===== config.mk =====
export PLATFORM = sky130hd
export DESIGN_NAME = mem_resp_flat
export DESIGN_NICKNAME = d
export VERILOG_FILES = /design/src/rtl/mem_resp_if.sv /design/src/rtl/mem_resp.sv /design/src/flat_wrapper.sv
export SDC_FILE = /design/constraint.sdc
export NUM_CORES = 1
export LEC_CHECK = 0
export CORE_MARGIN = 2
export CORE_UTILIZATION = 53
export CTS_BUF_LIST = sky130_fd_sc_hd__clkbuf_2
export CTS_CLUSTER_DIAMETER = 30
export DETAILED_ROUTE_END_ITERATION = 7
export PLACE_DENSITY = 0.95
export SLEW_MARGIN = 20
export SYNTH_ARGS = -nofsm -noshare
export SYNTH_HDL_FRONTEND = slang
export SYNTH_SLANG_ARGS = --single-unit

===== constraint.sdc =====
create_clock -name clk -period 4.5 [get_ports clk]
set_input_delay 0.9 -clock clk [delete_from_list [all_inputs] [get_ports clk]]
set_output_delay 0.9 -clock clk [all_outputs]
set_load 0.02 [all_outputs]

===== src/rtl/mem_resp_if.sv =====
// rtl/mem_resp_if.sv - request, status and byte-bus signals of the memory access responder
interface mem_resp_if #(
  parameter int ADDR_W      = 32,
  parameter int WORD_W      = 32,
  parameter int MEM_COUNT_W = 2
);
  logic [ADDR_W-1:0]      i_req_addr;
  logic [WORD_W-1:0]      i_req_wr_data;
  logic                   i_req_wr_en;
  logic [MEM_COUNT_W-1:0] i_req_count;
  logic                   o_stall;
  logic                   o_done;
  logic                   o_misalign;
  logic [WORD_W-1:0]      o_rd_data;
  logic [ADDR_W-1:0]      o_bus_addr;
  logic [7:0]             o_bus_wr_data;
  logic                   o_bus_wr_en;
  logic                   o_bus_rd_en;
  logic [7:0]             i_bus_rd_data;
  logic                   i_bus_ready;

  modport slave (
    input  i_req_addr, i_req_wr_data, i_req_wr_en, i_req_count, i_bus_rd_data, i_bus_ready,
    output o_stall, o_done, o_misalign, o_rd_data, o_bus_addr, o_bus_wr_data,
    output o_bus_wr_en, o_bus_rd_en
  );

  modport master (
    output i_req_addr, i_req_wr_data, i_req_wr_en, i_req_count, i_bus_rd_data, i_bus_ready,
    input  o_stall, o_done, o_misalign, o_rd_data, o_bus_addr, o_bus_wr_data,
    input  o_bus_wr_en, o_bus_rd_en
  );
endinterface


===== src/rtl/mem_resp.sv =====
// rtl/mem_resp.sv - splits byte/half/word loads and stores into byte-wide bus beats
module mem_resp #(
  parameter int ADDR_W      = 32,
  parameter int WORD_W      = 32,
  parameter int MEM_COUNT_W = 2
) (
  input  logic        clk,
  input  logic        clr_n,
  mem_resp_if.slave   bus
);

  typedef enum logic [1:0] {IDLE, XFER, DONE} state_t;

  state_t            r_state;
  logic [ADDR_W-1:0] r_addr;
  logic [WORD_W-1:0] r_wr_data;
  logic              r_wr_en;
  logic [1:0]        r_last;
  logic [1:0]        r_beat;
  logic [WORD_W-1:0] r_rd_data;

  logic       w_req;
  logic       w_aligned;
  logic       w_accept;
  logic [1:0] w_last;

  assign w_req = (bus.i_req_count != '0);

  always_comb begin
    w_aligned = 1'b1;
    if (bus.i_req_count == MEM_COUNT_W'(2))
      w_aligned = (bus.i_req_addr[0] == 1'b0);
    else if (bus.i_req_count == MEM_COUNT_W'(3))
      w_aligned = (bus.i_req_addr[1:0] == 2'b00);
  end

  // Last beat index: 0 for byte, 1 for half, 3 for word.
  assign w_last   = (bus.i_req_count == MEM_COUNT_W'(3)) ? 2'd3 :
                    (bus.i_req_count == MEM_COUNT_W'(2)) ? 2'd1 : 2'd0;
  assign w_accept = (r_state == IDLE) && w_req && w_aligned;

  always_ff @(posedge clk or negedge clr_n) begin
    if (!clr_n) begin
      r_state   <= IDLE;
      r_addr    <= '0;
      r_wr_data <= '0;
      r_wr_en   <= 1'b0;
      r_last    <= 2'd0;
      r_beat    <= 2'd0;
      r_rd_data <= '0;
    end else begin
      case (r_state)
        IDLE: begin
          if (w_accept) begin
            r_addr    <= bus.i_req_addr;
            r_wr_data <= bus.i_req_wr_data;
            r_wr_en   <= bus.i_req_wr_en;
            r_last    <= w_last;
            r_beat    <= 2'd0;
            if (!bus.i_req_wr_en)
              r_rd_data <= '0;
            r_state   <= XFER;
          end
        end
        XFER: begin
          if (bus.i_bus_ready) begin
            if (!r_wr_en)
              r_rd_data[{r_beat, 3'b000} +: 8] <= bus.i_bus_rd_data;
            if (r_beat == r_last)
              r_state <= DONE;
            else
              r_beat <= r_beat + 2'd1;
          end
        end
        DONE:    r_state <= IDLE;
        default: r_state <= IDLE;
      endcase
    end
  end

  // Bus outputs depend only on registers, so a wait state holds them steady.
  assign bus.o_bus_addr    = r_addr + ADDR_W'(r_beat);
  assign bus.o_bus_wr_data = r_wr_data[{r_beat, 3'b000} +: 8];
  assign bus.o_bus_wr_en   = (r_state == XFER) && r_wr_en;
  assign bus.o_bus_rd_en   = (r_state == XFER) && !r_wr_en;
  assign bus.o_rd_data     = r_rd_data;
  assign bus.o_done        = (r_state == DONE);
  assign bus.o_stall       = w_accept || (r_state == XFER);
  assign bus.o_misalign    = (r_state == IDLE) && w_req && !w_aligned;

endmodule


===== src/flat_wrapper.sv =====
// flat-port wrapper written by rule: the top's interface ports become plain ports
module mem_resp_flat 
#(
  parameter int ADDR_W      = 32,
  parameter int WORD_W      = 32,
  parameter int MEM_COUNT_W = 2
)
  (clk, clr_n, bus_i_req_addr, bus_i_req_wr_data, bus_i_req_wr_en, bus_i_req_count, bus_i_bus_rd_data, bus_i_bus_ready, bus_o_stall, bus_o_done, bus_o_misalign, bus_o_rd_data, bus_o_bus_addr, bus_o_bus_wr_data, bus_o_bus_wr_en, bus_o_bus_rd_en);
  mem_resp_if #(.ADDR_W(ADDR_W), .WORD_W(WORD_W), .MEM_COUNT_W(MEM_COUNT_W)) bus_i ();
  input  logic clk;
  input  logic clr_n;
  input wire logic [$bits(bus_i.i_req_addr)-1:0] bus_i_req_addr;
  input wire logic [$bits(bus_i.i_req_wr_data)-1:0] bus_i_req_wr_data;
  input wire logic [$bits(bus_i.i_req_wr_en)-1:0] bus_i_req_wr_en;
  input wire logic [$bits(bus_i.i_req_count)-1:0] bus_i_req_count;
  input wire logic [$bits(bus_i.i_bus_rd_data)-1:0] bus_i_bus_rd_data;
  input wire logic [$bits(bus_i.i_bus_ready)-1:0] bus_i_bus_ready;
  output wire logic [$bits(bus_i.o_stall)-1:0] bus_o_stall;
  output wire logic [$bits(bus_i.o_done)-1:0] bus_o_done;
  output wire logic [$bits(bus_i.o_misalign)-1:0] bus_o_misalign;
  output wire logic [$bits(bus_i.o_rd_data)-1:0] bus_o_rd_data;
  output wire logic [$bits(bus_i.o_bus_addr)-1:0] bus_o_bus_addr;
  output wire logic [$bits(bus_i.o_bus_wr_data)-1:0] bus_o_bus_wr_data;
  output wire logic [$bits(bus_i.o_bus_wr_en)-1:0] bus_o_bus_wr_en;
  output wire logic [$bits(bus_i.o_bus_rd_en)-1:0] bus_o_bus_rd_en;
  assign bus_i.i_req_addr = bus_i_req_addr;
  assign bus_i.i_req_wr_data = bus_i_req_wr_data;
  assign bus_i.i_req_wr_en = bus_i_req_wr_en;
  assign bus_i.i_req_count = bus_i_req_count;
  assign bus_i.i_bus_rd_data = bus_i_bus_rd_data;
  assign bus_i.i_bus_ready = bus_i_bus_ready;
  assign bus_o_stall = bus_i.o_stall;
  assign bus_o_done = bus_i.o_done;
  assign bus_o_misalign = bus_i.o_misalign;
  assign bus_o_rd_data = bus_i.o_rd_data;
  assign bus_o_bus_addr = bus_i.o_bus_addr;
  assign bus_o_bus_wr_data = bus_i.o_bus_wr_data;
  assign bus_o_bus_wr_en = bus_i.o_bus_wr_en;
  assign bus_o_bus_rd_en = bus_i.o_bus_rd_en;
  mem_resp #(.ADDR_W(ADDR_W), .WORD_W(WORD_W), .MEM_COUNT_W(MEM_COUNT_W)) u_core (.clk(clk), .clr_n(clr_n), .bus(bus_i));
endmodule

==> key figures, run 1 <==
Worst setup path
  – CP Class: reg2out
  – Slowest-stage cell, CP: clkdlybuf4s50_1
  – Worst setup startpoint: u_core.r_beat[0]
  – FF-to-FF path depth: 7
  – Flop2flop setup slack: 2.23 ns
  – Worst r2r src: u_core.r_beat[0]
  – Worst Setup EP: bus_o_bus_addr[28]
  – Worst EP arrival: 3.40 ns
  – Largest stage delay on the critical path: 0.63 ns
  – Worst reg2reg endpoint: u_core.bus.o_rd_data[15]
  – WP data required: 3.60 ns
  – Crit path cell chain: ha_1, inv_1, fa_1, nand3b_1, nor4_4, buf_4, nand4_1, xnor2_1, clkdlybuf4s50_1
  – Crit end category: primary output
  – Crit Path Max Fanout: 9
  – Worst Setup Start Kind: flip-flop

Routing
  – Drt first-iter violations: 128
  – DRT Pass-1 Iters: 5
  – Antenna-violating nets left: 0
  – Total Wirelength: between 10000 and 15000 µm
  – Total number of vias: 3800
  – # DRC: 0
  – Routed length per placed instance: 17.3 µm
  – Vias per inst: 5.33

Finish
  – Layout cells sized above 1: 18.1%
  – Final Core Density: roughly 73%
  – # nets final: 659
  – Filler instances: 724
  – Area growth syn-to-layout: 33.5%
  – Final Cell Area: 7050 µm²

Logic synthesis
  – Synth Area in XOR/XNOR: around 5.3%
  – Main combinational cell family by area after synthesis: multiplexers
  – Mux cell area share after synthesis: 24.1%
  – EDFF count, synth: 0
  – Ys flop type: dfrtp_1
  – Yosys reg bits: 103
  – Synth top area share: between 40 and 50%
  – Avg Cell Area, Syn: 12.7 µm²
  – Mapped Cells: 416
  – Synth Area in Adders: 1.80%
  – Syn_nets: 501
  – Synthesized cell area: about 5300 µm²
  – Yosys top cell by area: dfrtp_1
  – Synth unique cells: 44
  – Top post-synthesis cells by count: 103 x dfrtp_1, 57 x mux2_2, 43 x nand2_1, 39 x inv_1, 33 x mux2i_1
  – Synth Warn #: 0
  – Compound-gate portion of the synthesized area: around 3%
  – Most instantiated library cell after synthesis: dfrtp_1
  – Area contributors post-synth: dfrtp_1 49%, mux2_2 12%, mux2i_1 6.3%, xnor2_1 4.0%, mux4_2 3.4%
  – Post-synthesis simple-gate area fraction: 12.3%
  – Sequential area share after synthesis: between 40 and 50%
  – Ys async rst share: 100%

Pwr
  – Lkg Pwr: 0.00277 µW
  – Int Power: roughly 2700 µW
  – Max IR drop VDD: 0.000421 V
  – Net Sw Frac: about two fifths
  – Power Dens Cells: 631 nW/µm²
  – Sequential share of power: between 30% and 40%
  – Switch Pwr: 1790 µW
  – Comb power frac: 52.6%
  – Clock power share: 10.3%

Run
  – Max cap viols: 0

Timing
  – Final WS setup: 0.203 ns
  – Fin. Hold Viols: 0
  – Setup Skew: 0.0330 ns
  – Max-slew violations: 0
  – Relative slew slack: 42.7%
  – Setup_tns: 0 ns
  – Max Freq: 233 MHz
  – Min Hold Slack: about 0.33 ns
  – Final Cycle Share: a little over nine tenths
  – Least-Margin Pin Slew: about 0.86 ns
  – Setup violations, final: 0
  – Fin crit period: 4.30 ns

CTS
  – Cts bufs inserted: 9
  – Reg clk slew, reported paths: 0.28 ns
  – Hold-fix buffers, CTS: 0
  – CTS tree: built
  – H-tree depth: 3
  – Clock Tree Buf Depth: 2
  – CTS Root Cell: clkbuf_2
  – Clock sinks: 103
  – Cts repair resizes: 0
  – Skew-Pair Late Insertion Delay: 0.58 ns

Floorplan
  – Row Count: 36
  – Die Span X: 104 µm
  – Chip height: 104 µm
  – Core Area: slightly below 10000 µm²
  – Die area: 10800 µm²
  – Initial Utilization: 54.3%
  – Num ports: 155

GRT
  – Largest net degree at the start of global routing: 70
  – Number of global-route vias before repair: approximately 4000
  – Global-route usage over all layers: 23.5%
  – Gr ovfl total: 0
  – Antenna violations before repair: 1
  – First-pass GRT wire length: 20100 µm

Placement
  – Post-DP Area: 6920 µm²
  – DPL Wire Length: 9410 µm
  – I/O Buffers: 154
  – Placer congestion estimate: between 0.8 and 0.9
  – Pre-CTS setup slack: 0.684 ns

Min path
  – Worst hold path type: in2async

Status
  – Status: finished, final reports clean
## area by class of cell
class | instances | area [µm²] | area share [%]
clock buffers | 9 | 45.0 | 0.639
flip-flops and latches | 103 | 2580 | 36.5
diodes | 1 | 2.50 | 0.0355
well taps | 133 | 166 | 2.36
multi-input cells | 262 | 2460 | 34.9
clock inverters | 7 | 80.1 | 1.14
inverters | 39 | 146 | 2.08
repair buffers | 159 | 1580 | 22.3
## power groups by stage
stage	logic (µW)	clock network, µW	registers, µW
finish	2340	460	1650
global route	2490	510	1700
CTS	2370	476	1640
detailed placement	2360	0	1660
global placement	2290	0	1630
floorplan	1450	0	1630
## cells by family after synthesis
logic type               after synthesis
flip-flops                           103
XOR/XNOR                              32
multiplexers                         108
AO/OA/AOI/OAI                         11
AND/OR/NAND/NOR                      104
buffers and inverters                 51
adder cells (fa/ha/maj)                7
## per-layer routing
layer	track usage [%]	routed length (µm)	up-vias	share of wire (%)
met5	0	0	-	0
met4	9.46	347	0	2.8
met3	6.33	637	32	5.2
met2	43.0	6720	122	54
met1	25.8	4660	1891	38
li1	-	-	1755	-
## layout by cell type (no fill, tap or decap), types with 2 or more instances in the layout
master and count:
nand3_1 14, o2bb2ai_4 4, ha_1 6, buf_4 6, nand2_1 43, inv_6 2
dfrtp_1 103, or2_2 2, nor4_4 5, inv_1 39, xnor2_1 24, nor2b_1 4
clkdlybuf4s50_1 153, mux2_1 9, and4_1 3, mux2_2 57, a21oi_1 2, nor2_1 4
nand4_1 9, mux4_2 8, and2_1 2, and3_1 6, clkbuf_2 9, xor2_1 8
mux2i_1 33
## worst max-delay path: cells and delay by family (launching register included)
kind / cells / cell delay, ns
XOR/XNOR: 1 / 0.19
adder cells (fa/ha/maj): 2 / 0.59
buffers and inverters: 3 / 0.91
flip-flops: 1 / 0.43
AND/OR/NAND/NOR: 3 / 0.69
## per-stage QoR
stage	cells	total power [µW]
after global routing	713	4690
after CTS	711	4490
after global placement	695	3920
final	713	4450
after floorplan	416	3080
after detailed placement	695	4020
## registers in the layout, indices dropped and copies added (netlist names)
signal	cells
u_core.bus.o_rd_data	32
u_core.r_addr	32
u_core.r_beat	2
u_core.r_last	2
u_core.r_state	2
u_core.r_wr_data	32
u_core.r_wr_en	1
## how the worst min path moves through the flow
stage / endpoint
5_1_grt: u_core.r_addr[21]
2_1_floorplan: u_core.r_wr_data[10]
6_report: u_core.r_addr[20]
4_1_cts: u_core.bus.o_rd_data[30]
3_3_place_gp: u_core.r_wr_data[1]
3_5_place_dp: u_core.r_wr_data[0]
## what timing repair did
action / 4_1_cts / 5_1_grt
setup buffers: 0 / 1
endpoints found under the setup margin: 1 / 9
pin swaps: 1 / 1
No activity file was read; power rests on OpenSTA's default activity.
==> inputs of run 2 (changes only) <==
- CELL_PAD_IN_SITES_DETAIL_PLACEMENT: unset -> 1
- CELL_PAD_IN_SITES_GLOBAL_PLACEMENT: unset -> 1
- CORE_MARGIN: 2 -> unset
- CORE_UTILIZATION: 53 -> 56
- DONT_BUFFER_PORTS: unset -> 1
==> key figures, run 2 (synthesis gave the netlist of run 1 again) <==
Routing
  – Antenna-violating nets left: 0
  – Routed length per placed instance: 21.5 µm
  – DRT Pass-1 Iters: 4
  – Total number of vias: 3180
  – # DRC: 0
  – Total Wirelength: 11500 µm
  – Vias per inst: 5.94
  – Drt first-iter violations: 117

Finish
  – Final cell count without fillers: 535
  – # nets final: 504
  – Most frequent cells in the layout: 103 x dfrtp_1, 57 x mux2_2, 43 x nand2_1
  – Layout cells sized above 1: about a quarter
  – Most common cell after layout, fill and taps aside: dfrtp_1
  – Antenna diode count: 0
  – Filler instances: 918
  – Area growth syn-to-layout: 3.88%

CTS
  – Reg clk slew, reported paths: 0.30 ns
  – CTS Root Cell: clkbuf_2
  – Setup bufs post-CTS: 0
  – Cts repair resizes: 0
  – Clock sinks: 103
  – Cts bufs inserted: 9
  – CTS tree: built
  – H-tree depth: 3
  – Hold-fix buffers, CTS: 1
  – Clock Tree Buf Depth: 2
  – Skew-Pair Late Insertion Delay: between 0.5 and 0.6 ns

Timing
  – Max-slew violations: 0
  – Setup violations, final: 0
  – Least-Margin Pin Slew: 0.874 ns
  – Final Cycle Share: 91.3%
  – Fin crit period: 4.11 ns
  – Setup_tns: 0 ns
  – Max Freq: 243 MHz
  – Fin. Hold Viols: 0
  – Relative slew slack: 41.7%
  – RSZ-0062 raised after global routing: false
  – Setup Skew: approximately 0.027 ns

Worst setup path
  – FF-to-FF path depth: 7
  – Largest stage delay on the critical path: 0.64 ns
  – Crit path cell chain: ha_1, inv_1, fa_1, nand3b_1, nor4_4, nand4_1, xnor2_1
  – CP Class: reg2out
  – Worst path depth: 7
  – Delay-heaviest family, CP: simple AND/OR/NAND/NOR gates
  – Crit end category: primary output
  – Worst EP arrival: 3.21 ns
  – Slowest-stage cell, CP: nor4_4
  – Worst Setup Start Kind: flip-flop
  – Crit Path Max Fanout: 9
  – WP buf/inv: 1
  – WP data required: 3.60 ns

Pwr
  – Sequential share of power: 45.4%
  – Switch Pwr: 1720 µW
  – Power Dens Cells: 691 nW/µm²
  – Clock power share: 11.1%
  – Max IR drop VDD: ~0.00034 V
  – Int Power: 2070 µW
  – Lkg Pwr: between 0.002 and 0.0025 µW
  – Net Sw Frac: a little under half
  – Comb power frac: 43.5%

GRT
  – First-pass GRT wire length: 18800 µm
  – Number of global-route vias before repair: roughly 3600
  – Antenna violations before repair: 0
  – Gr ovfl total: 0
  – Global-route usage over all layers: 25.0%
  – Largest net degree at the start of global routing: 104

Run
  – Max cap viols: 0

Floorplan
  – Num ports: ~160
  – Row Count: 35
  – Chip height: 99.1 µm
  – Initial Utilization: 57.5%
  – Die area: 9830 µm²
  – Core Area: approximately 9000 µm²
  – Die Span X: 99.1 µm

Min path
  – Worst hold path type: in2async

Placement
  – Cells after DPL: 518
  – DPL Wire Length: 8600 µm
  – I/O Buffers: 0
  – Placer congestion estimate: between 0.8 and 0.9

Status
  – Status: finished, final reports clean
-- run 2: changes by cell type in the layout (fill, tap and decap cells not counted), sizes merged --
| cell | before | now |
|---|---|---|
| diode | 1 | 0 |
| buf | 6 | 4 |
| clkdlybuf4s50 | 153 | 0 |
| bufinv | 1 | 0 |
| clkinv | 2 | 3 |
-- run 2: cell type report --
| class | count | area, µm² | area share [%] |
|---|---|---|---|
| Sequential cell | 103 | 2580 | 46.9 |
| Multi-Input combinational cell | 262 | 2470 | 44.9 |
| Inverter | 39 | 146 | 2.67 |
| Tap cell | 111 | 139 | 2.53 |
| Clock inverter | 7 | 66.3 | 1.21 |
| Timing Repair Buffer | 4 | 50.0 | 0.912 |
| Clock buffer | 9 | 45.0 | 0.820 |
-- run 2: routing by layer --
layer	vias up	wire (µm)	track usage (%)
met5	-	0	0
met4	0	294	10.6
met3	28	951	8.29
met2	107	6050	43.8
met1	1614	4210	28.2
li1	1431	-	-
-- run 2: power groups by stage --
stage	Combinational [µW]	Clock [µW]	Sequential, µW
2_1_floorplan	1450	0	1630
3_3_place_gp	1570	0	1680
3_5_place_dp	1650	0	1740
4_1_cts	1670	437	1720
5_1_grt	1770	474	1770
6_report	1650	420	1720
-- run 2: metrics by stage --
stage | power (µW) | setup slack (ns) | cell area (µm²) | utilization (%) | hold WS [ns]
after CTS | 3820 | 0.307 | 5480 | 59.6 | 0.185
after detailed placement | 3390 | 1.03 | 5350 | 58.1 | 0.475
after global placement | 3250 | 1.19 | 5350 | 58.1 | 0.464
after floorplan | 3080 | 1.01 | 5290 | - | 0.453
final | 3790 | 0.390 | 5490 | 59.7 | 0.225
after global routing | 4020 | 0.216 | 5490 | 59.7 | 0.180
-- run 2: path summary, 6_finish.rpt --
check / start / slack (ns) / end
worst max-delay path: u_core.r_beat[0] / 0.39 / bus_o_bus_addr[28]
worst min-delay path: clr_n / 0.22 / u_core.bus.o_rd_data[4]
worst max register to register: u_core.r_beat[0] / 2.34 / u_core.bus.o_rd_data[10]
worst min register to register: u_core.r_wr_data[0] / 0.52 / u_core.r_wr_data[0]
max in group asynchronous: clr_n / 3.89 / u_core.r_addr[29]
min in group clk: bus_i_bus_rd_data[1] / 0.42 / u_core.bus.o_rd_data[25]
==> inputs of run 3 (changes only) <==
- CORE_MARGIN: unset -> 1
==> results of run 3 <==
No change in the layout: final DEF, timing and power equal those of run 2.
